`src/rtl/gcd_feeder.sv`:
```
// gcd_feeder: job queue in front of the gcd_calc stage.
// Operand pairs from a valid/ready producer are buffered in a DEPTH-entry
// FIFO. Each pair is then either resolved locally (a zero operand, which
// the calculator cannot terminate on) or handed to the calculator over its
// level start/done handshake. Every accepted pair yields exactly one
// res_valid strobe, and results come out in push order.
module gcd_feeder #(
    parameter int DEPTH = 4,
    parameter int W     = 8
) (
    input  logic         clk,
    input  logic         rst,
    input  logic         in_valid,
    input  logic [W-1:0] in_p,
    input  logic [W-1:0] in_q,
    output logic         in_ready,
    output logic         calc_start,
    output logic [W-1:0] calc_p,
    output logic [W-1:0] calc_q,
    input  logic [W-1:0] calc_r,
    input  logic         calc_done,
    output logic         res_valid,
    output logic [W-1:0] res_r,
    output logic         busy
);

    localparam int AW = $clog2(DEPTH);
    localparam logic [AW:0] PTR_ONE = {{AW{1'b0}}, 1'b1};

    typedef enum logic [1:0] {
        S_IDLE  = 2'd0,
        S_BUSY  = 2'd1,
        S_DRAIN = 2'd2
    } state_t;

    // FIFO storage and pointers. The pointers carry one extra wrap bit, so
    // full and empty can be told apart without a separate counter.
    logic [W-1:0] r_mem_p [DEPTH];
    logic [W-1:0] r_mem_q [DEPTH];
    logic [AW:0]  r_wptr;
    logic [AW:0]  r_rptr;

    state_t       r_state;
    logic         r_calc_start;
    logic [W-1:0] r_calc_p;
    logic [W-1:0] r_calc_q;
    logic         r_res_valid;
    logic [W-1:0] r_res_r;
    logic         r_busy;

    logic         w_full;
    logic         w_empty;
    logic         w_push;
    logic         w_pop;
    logic [W-1:0] w_head_p;
    logic [W-1:0] w_head_q;
    logic         w_head_zero;
    logic [AW:0]  w_wptr_nxt;
    logic [AW:0]  w_rptr_nxt;
    state_t       w_state_nxt;
    logic         w_calc_load;
    logic         w_calc_start_nxt;
    logic         w_res_valid_nxt;
    logic [W-1:0] w_res_r_nxt;
    logic         w_busy_nxt;

    // FIFO status and head decode; in_ready is the only combinational output.
    assign w_empty     = (r_wptr == r_rptr);
    assign w_full      = (r_wptr[AW] != r_rptr[AW]) &&
                         (r_wptr[AW-1:0] == r_rptr[AW-1:0]);
    assign w_push      = in_valid && !w_full;
    assign w_head_p    = r_mem_p[r_rptr[AW-1:0]];
    assign w_head_q    = r_mem_q[r_rptr[AW-1:0]];
    assign w_head_zero = (w_head_p == '0) || (w_head_q == '0);
    assign w_wptr_nxt  = w_push ? (r_wptr + PTR_ONE) : r_wptr;
    assign w_rptr_nxt  = w_pop  ? (r_rptr + PTR_ONE) : r_rptr;

    // busy is registered, so it is computed from the next FIFO and FSM state.
    assign w_busy_nxt  = (w_wptr_nxt != w_rptr_nxt) || (w_state_nxt != S_IDLE);

    // Payload storage: a write happens only on an accepted push. The queued
    // data needs no reset, because the pointers decide what is valid.
    always_ff @(posedge clk) begin
        if (w_push) begin
            r_mem_p[r_wptr[AW-1:0]] <= in_p;
            r_mem_q[r_wptr[AW-1:0]] <= in_q;
        end
    end

    // Pointer registers. A reset empties the queue, which drops every
    // pending pair.
    always_ff @(posedge clk or negedge rst) begin
        if (!rst) begin
            r_wptr <= '0;
            r_rptr <= '0;
        end else begin
            r_wptr <= w_wptr_nxt;
            r_rptr <= w_rptr_nxt;
        end
    end

    // FSM state register.
    always_ff @(posedge clk or negedge rst) begin
        if (!rst) begin
            r_state <= S_IDLE;
        end else begin
            r_state <= w_state_nxt;
        end
    end

    // Next-state logic. DRAIN waits for the calculator to drop done, so it
    // is back in its idle state before the next start is issued.
    always_comb begin
        w_state_nxt = r_state;
        case (r_state)
            S_IDLE: begin
                if (!w_empty && !w_head_zero) begin
                    w_state_nxt = S_BUSY;
                end
            end
            S_BUSY: begin
                if (calc_done) begin
                    w_state_nxt = S_DRAIN;
                end
            end
            S_DRAIN: begin
                if (!calc_done) begin
                    w_state_nxt = S_IDLE;
                end
            end
            default: w_state_nxt = S_IDLE;
        endcase
    end

    // Output and pop decode. A head with a zero operand is resolved in place
    // as p|q, which gives gcd(0,x)=x and gcd(0,0)=0. Any done seen outside
    // BUSY is stray and is ignored.
    always_comb begin
        w_pop            = 1'b0;
        w_calc_load      = 1'b0;
        w_calc_start_nxt = 1'b0;
        w_res_valid_nxt  = 1'b0;
        w_res_r_nxt      = r_res_r;
        case (r_state)
            S_IDLE: begin
                if (!w_empty) begin
                    w_pop = 1'b1;
                    if (w_head_zero) begin
                        w_res_valid_nxt = 1'b1;
                        w_res_r_nxt     = w_head_p | w_head_q;
                    end else begin
                        w_calc_load      = 1'b1;
                        w_calc_start_nxt = 1'b1;
                    end
                end
            end
            S_BUSY: begin
                if (calc_done) begin
                    w_res_valid_nxt = 1'b1;
                    w_res_r_nxt     = calc_r;
                end else begin
                    w_calc_start_nxt = 1'b1;
                end
            end
            default: ;
        endcase
    end

    // Registered outputs. calc_p/calc_q change only when a new job is
    // loaded, so they stay stable for the whole time start is high.
    always_ff @(posedge clk or negedge rst) begin
        if (!rst) begin
            r_calc_start <= 1'b0;
            r_calc_p     <= '0;
            r_calc_q     <= '0;
            r_res_valid  <= 1'b0;
            r_res_r      <= '0;
            r_busy       <= 1'b0;
        end else begin
            r_calc_start <= w_calc_start_nxt;
            r_res_valid  <= w_res_valid_nxt;
            r_res_r      <= w_res_r_nxt;
            r_busy       <= w_busy_nxt;
            if (w_calc_load) begin
                r_calc_p <= w_head_p;
                r_calc_q <= w_head_q;
            end
        end
    end

    assign in_ready   = !w_full;
    assign calc_start = r_calc_start;
    assign calc_p     = r_calc_p;
    assign calc_q     = r_calc_q;
    assign res_valid  = r_res_valid;
    assign res_r      = r_res_r;
    assign busy       = r_busy;

endmodule

```
`config.mk`:
```
export PLATFORM = sky130hd
export DESIGN_NAME = gcd_feeder
export DESIGN_NICKNAME = d
export VERILOG_FILES = /design/src/rtl/gcd_feeder.sv
export SDC_FILE = /design/constraint.sdc
export NUM_CORES = 1
export LEC_CHECK = 0
export CAP_MARGIN = 20
export CORE_MARGIN = 5
export CORE_UTILIZATION = 58
export DETAILED_ROUTE_END_ITERATION = 7
export MAX_ROUTING_LAYER = met4
export PLACE_DENSITY = 0.9
export SETUP_SLACK_MARGIN = 0.15
export SLEW_MARGIN = 0
export SYNTH_ARGS = -nofsm -noshare
export SYNTH_HDL_FRONTEND = slang
export SYNTH_SLANG_ARGS = --single-unit
```
`constraint.sdc`:
```
create_clock -name clk -period 3.63 [get_ports clk]
set_input_delay 0.363 -clock clk [delete_from_list [all_inputs] [get_ports clk]]
set_output_delay 0.363 -clock clk [all_outputs]
set_load 0.01 [all_outputs]
```
# ---- Yosys cells after proc, flatten, opt, wreduce, memory -nomap -nowiden
# Memories as Yosys holds them, arrays and structs flattened.
# Index checks and enable logic that the tools add are counted.
dict set report word_totals {
  reg_bits 35
  latchBits 0
  ram_bits 64
  rom_bits 0
  input_bits 28
  output_inout_bits 28
  word_cells 60
  mem_count 2
}
dict set report op_classes {
  addsub 2
  mul 0
  div_mod_pow 0
  n_lt_le_gt_ge 0
  eq_ne 9
  shifts 0
  mux 23
  bitwise 1
  reduce_logical 14
}
# name depth width read_ports rd_clocked_by_memory_dff wr line
set mem_list {}
lappend mem_list {r_mem_p 4 8 1 0 1 38} ;# logic [W-1:0] r_mem_p [DEPTH];
lappend mem_list {r_mem_q 4 8 1 0 1 39} ;# logic [W-1:0] r_mem_q [DEPTH];
# cell count
set op_table {}
lappend op_table {{$mux W8} 3}
lappend op_table {{$logic_not A8 Y1} 2}
lappend op_table {{$pmux W8 S2} 1}
lappend op_table {{$mux W1} 11}
lappend op_table {{$or A8 B8 Y8} 1}
lappend op_table {{$add A3 B1 Y3 const B} 2}
lappend op_table {{$mux W2} 3}
lappend op_table {{$mux W3} 2}
lappend op_table {{$ne A2 B2 Y1 const B} 3}
lappend op_table {{$pmux W2 S3} 1}
lappend op_table {{$pmux W1 S2} 2}
lappend op_table {{$reduce_and A4 Y1} 1}
lappend op_table {{$reduce_bool A2 Y1} 2}
lappend op_table {{$eq A3 B3 Y1} 1}
lappend op_table {{$logic_and A1 B1 Y1} 3}
lappend op_table {{$logic_not A1 Y1} 3}
lappend op_table {{$ne A3 B3 Y1} 1}
lappend op_table {{$eq A2 B1 Y1 const B} 1}
lappend op_table {{$eq A2 B2 Y1} 1}
lappend op_table {{$eq A2 B2 Y1 const B} 1}
lappend op_table {{$logic_not A2 Y1} 1}
lappend op_table {{$logic_or A1 B1 Y1} 2}
lappend op_table {{$ne A1 B1 Y1} 1}

# ---- Logic depth before layout (Yosys ltp)
# An unclocked memory read counts as a cell.
dict set report depth {
  word_depth 9
  mapped_depth 8
  mapped_depth_nobuf 6
}

# ---- Worst setup path before layout
# OpenSTA, ideal clock, no wires.
dict set report synth_path {
  kind {register to register}
  startpoint {register r_rptr[0]}
  endpoint {register r_busy (netlist: busy)}
  setup_ns 0.139
  t_arrival_ns 2.220
  required_time_ns 3.491
  setup_slack_ns 1.272
  stages_incl_launch_ff 9
  n_path_buf 2
  period_less_slack_ns 2.358
  path_cell_list {dfrtp_1 -> buf_6 -> buf_12 -> mux4_2 -> nor4_2 -> nand2_1 -> nand3_4 -> o21ai_2 -> or4b_1}
}
dict set report synth_between {
  elab_chain_len 9
  word_cells_on_any_way 23
}
# element line
set synth_rtl {}
lappend synth_rtl {{start: declaration} 41} ;# logic [AW:0] r_rptr;
lappend synth_rtl {{start signal: assignment} 98} ;# r_rptr <= w_rptr_nxt;
lappend synth_rtl {{$mem_v2 Z4 W8, on equally long branches} --}
lappend synth_rtl {{$logic_not A8 Y1} 74} ;# assign w_head_zero = (w_head_p == '0) || (w_head_q == '0);
lappend synth_rtl {{$logic_or A1 B1 Y1} 74}
lappend synth_rtl {{$logic_not A1 Y1} 117} ;# if (!w_empty && !w_head_zero) begin
lappend synth_rtl {{$logic_and A1 B1 Y1} 117}
lappend synth_rtl {{$mux W2} 117}
lappend synth_rtl {{$pmux W2 S3} 115} ;# case (r_state)
lappend synth_rtl {{$reduce_bool A2 Y1} 79} ;# assign w_busy_nxt = (w_wptr_nxt != w_rptr_nxt) || (w_state_nxt != S_IDLE);
lappend synth_rtl {{$logic_or A1 B1 Y1 (*)} 79}
lappend synth_rtl {{named net w_busy_nxt} 65} ;# logic w_busy_nxt;
lappend synth_rtl {{end signal: assignment} 183} ;# r_busy <= w_busy_nxt;
lappend synth_rtl {{end: declaration} 49} ;# logic r_busy;
# Mark *: on every way through the listed nets, which the timed path passes. The rest lies on a longest branch.
# A chain may end at the register's enable or synchronous reset.

# ---- Worst setup path after layout
dict set report layout_path {
  startpoint {register r_rptr[1]}
  endpoint {register r_busy (netlist: busy)}
}
dict set report layout_between {
  word_cells_on_any_way 23
}
# element line
set layout_lines {}
lappend layout_lines {{$eq A3 B3 Y1} 68} ;# assign w_empty = (r_wptr == r_rptr);
lappend layout_lines {{$mux W1} 146} ;# if (!w_empty) begin
lappend layout_lines {{$mux W1} 144} ;# case (r_state)
lappend layout_lines {{$mux W3 (*)} 76} ;# assign w_rptr_nxt = w_pop ? (r_rptr + PTR_ONE) : r_rptr;
lappend layout_lines {{named net w_rptr_nxt[1]} 59} ;# logic [AW:0] w_rptr_nxt;
lappend layout_lines {{$ne A3 B3 Y1 (*)} 79}
lappend layout_lines {{$logic_or A1 B1 Y1 (*)} 79}
lappend layout_lines {{named net w_busy_nxt} 65}
# Marks and branches as above.

==> flow_metrics.py <==
metrics = {
    "finish": {
        "final_cell_area_mm2": 0.00488,
        "fin_nets": 327,
        "register_area_mm2": 0.00280,
        "area_growth_pct": 20.5,
        "instances_no_fill": 395,
        "fillers": 445,
        "multi_input_area_mm2": 0.00118,
        "drive_above_1_share_pct": 19.7,
        "insertedDiodeCount": 0,
    },
    "floorplan": {
        "ios": 56,
        "design.core.area_mm2": 0.00679,
        "row_count": 30,
        "die_y_um": 93.5,
        "initial_core_util_pct": 59.6,
        "dieWidth_um": 93.5,
        "dieArea_mm2": 0.00875,
    },
    "worst_setup_path": {
        "crit_required_ps": 3860,
        "critical_path_class": "flop to flop",
        "path_max_fanout": 19,
        "worst-endpoint-arrival_ps": 3080,
        "crit_path_start_kind": "flop",
        "endpoint_kind": "flop",
    },
    "route": {
        "antenna_left": 0,
        "wire_per_inst_um": 19.4,
        "num_vias": 2223,
        "routed_wirelength_um": 7670,
        "dr.pass1.iters": 4,
        "drt_iter0_drc": 125,
        "drc": 0,
        "via_per_inst": 5.63,
    },
    "sta": {
        "fin_crit_sh_pct": 78.5,
        "period_minus_slack_ps": 2850,
        "grt_setup_unrepaired": "no",
        "setup_viol_count_final": 0,
        "max_clock_freq_mhz": 351,
        "tightest_slew_ps": 934,
        "slew_violations": 0,
        "max_slew_margin_pct": 37.8,
        "skew_ps": 13.3,
        "hold_violations": 0,
        "fin_setup_tns_ps": 0,
    },
    "worst_hold_path": {
        "hold_path_class": "input pin to async pin",
    },
    "cts": {
        "post_cts_resize_count": 0,
        "cts_tree": "yes",
        "clkSlewWorstSetupHoldPaths_ps": 90,
        "clockBufferDepth": 2,
        "cts_hold_buf": 0,
        "postCtsSetupRepairBufs": 0,
        "cts.sinks": 99,
        "insertion_delay_ps": 360,
        "cts_inserted_buffers": 9,
        "htreeDepth": 3,
        "cts-root-buf": "clkbuf_8",
    },
    "run_status": {
        "status": "complete, no violations",
    },
    "global_routing": {
        "grt.overflow.total": 0,
        "grtUsageTotal_pct": 20.1,
        "grt_max_degree": 36,
        "grt_pass1_wl_um": 12500,
        "grt_pass1_vias": 2312,
        "antenna_found_initial": 0,
    },
    "yosys": {
        "yosysUniqueCellTypes": 36,
        "seq_area_frac_synth_pct": 69.1,
        "ys_ff_latch": 99,
        "netlist_instances": 230,
        "avgSynthCellArea_um2": 17.6,
        "syn_area_mm2": 0.00405,
        "synthesis.nets": 263,
        "yosys_warnings": 0,
    },
    "place": {
        "io_buffers": 55,
        "dp_cells": 379,
        "dp_hpwl_um": 5430,
        "postPlaceCellArea_mm2": 0.00470,
        "place.gp.congestion": 0.770,
    },
    "power_and_ir_drop": {
        "powerDensity_mw_per_mm2": 879,
        "max-vdd-ir-drop_uv": 426,
        "p_leak_uw": 0.00178,
    },
    "run": {
        "cap_violations": 0,
    },
}
area by class of cell:
type                       count  share of cell area [%]
clock buffer                  10                    2.62
clock inverter                 6                    1.00
inverter                       4                   0.308
multi-input combinational    120                    24.2
sequential                    99                    57.4
tap                           96                    2.46
timing repair buffer          60                    12.1
cell usage in the layout (no fill, tap or decap), types with 2 or more instances in the layout:
cell type and n:
nor2_1 2, dfrtp_1 35, clkdlybuf4s50_1 55, buf_4 5, and2_1 5, ha_1 5, nor4_1 3, nand2b_1 2
inv_1 4, xnor2_1 5, mux4_1 7, clkbuf_8 9, o21ai_0 10, xor2_1 4, mux2_2 25, nand2_1 25
mux4_2 9, edfxtp_1 64, clkinvlp_4 2, nor3_1 3
Yosys cell counts, drive strengths merged:
cell type	count	area share, %
a21oi	1	0.12
nand3	2	0.56
dfrtp	35	22
nand2b	2	0.31
buf	6	1.2
xnor2	5	1.1
inv	4	0.37
nor2b	1	0.15
and2	5	0.77
a22oi	1	0.31
xor2	4	0.87
edfxtp	64	47
or3	1	0.15
nor2	2	0.19
ha	5	1.5
nor4	4	0.77
nand2	25	2.3
a311oi	1	0.37
a31oi	1	0.15
a211o	1	0.22
or4b	1	0.25
o32a	1	0.25
a21boi	1	0.19
nor3	3	0.37
mux4	16	9.6
clkbuf	1	0.093
o21ai	11	1.5
a221o	1	0.25
mux2	25	7.0
flip-flops by register name (all words and copies together) (netlist names):
| signal | flops |
|---|---|
| calc_start | 1 |
| r_mem_q | 32 |
| r_state | 2 |
| r_mem_p | 32 |
| res_valid | 1 |
| r_rptr | 3 |
| r_wptr | 3 |
| calc_q | 8 |
| busy | 1 |
| calc_p | 8 |
| res_r | 8 |
power by group:
group,internal [µW],switching (µW),leakage (µW)
combinational,951,902,0.000702
sequential,1590,208,0.000996
clock,257,386,0.0000848
total,2790,1500,0.00178
path summary, 6_finish.rpt:
check | from | end | slack (ps) | depth (start not counted)
hold reg to reg | res_r[5] | res_r[5] | 510 | 1
hold / removal | rst | r_rptr[2] | 400 | 2
min in group clk | res_r[5] | res_r[5] | 510 | 1
setup / recovery | r_rptr[1] | busy | 780 | 5
setup reg to reg | r_rptr[1] | busy | 780 | 5
max in group asynchronous | rst | r_rptr[1] | 2910 | 2
stage by stage:
| stage | worst slack (ps) | hold WS, ps | total power [µW] | utilization [%] |
|---|---|---|---|---|
| finish | 780 | 402 | 4290 | 71.8 |
| global route | 596 | 454 | 4560 | 71.8 |
| CTS | 750 | 411 | 4320 | 71.8 |
| detailed placement | 774 | 494 | 3690 | 69.2 |
| global placement | 863 | 490 | 3610 | 69.2 |
| floorplan | 1270 | 67.4 | 3000 | - |
cells by family after synthesis:
family          share of synthesized area, %
compound gates                          3.31
mux                                     16.5
xor+xnor                                1.95
fa+ha+maj                               1.55
buf+inv                                 1.70
simple gates                            5.84
flops                                   69.1
critical path, stage by stage (launching register included):
cell and delay (ps):
dfrtp_1 870, xnor2_1 270, a311oi_2 560, mux2_2 430
xor2_1 140, or4b_1 460
per-layer routing:
layer	global-route usage, %	wire [µm]
met1	26.4	3300
met2	31.4	3840
met3	3.62	438
met4	7.69	96
met5	-	0
Note: power is estimated with default switching activity, not from simulation.
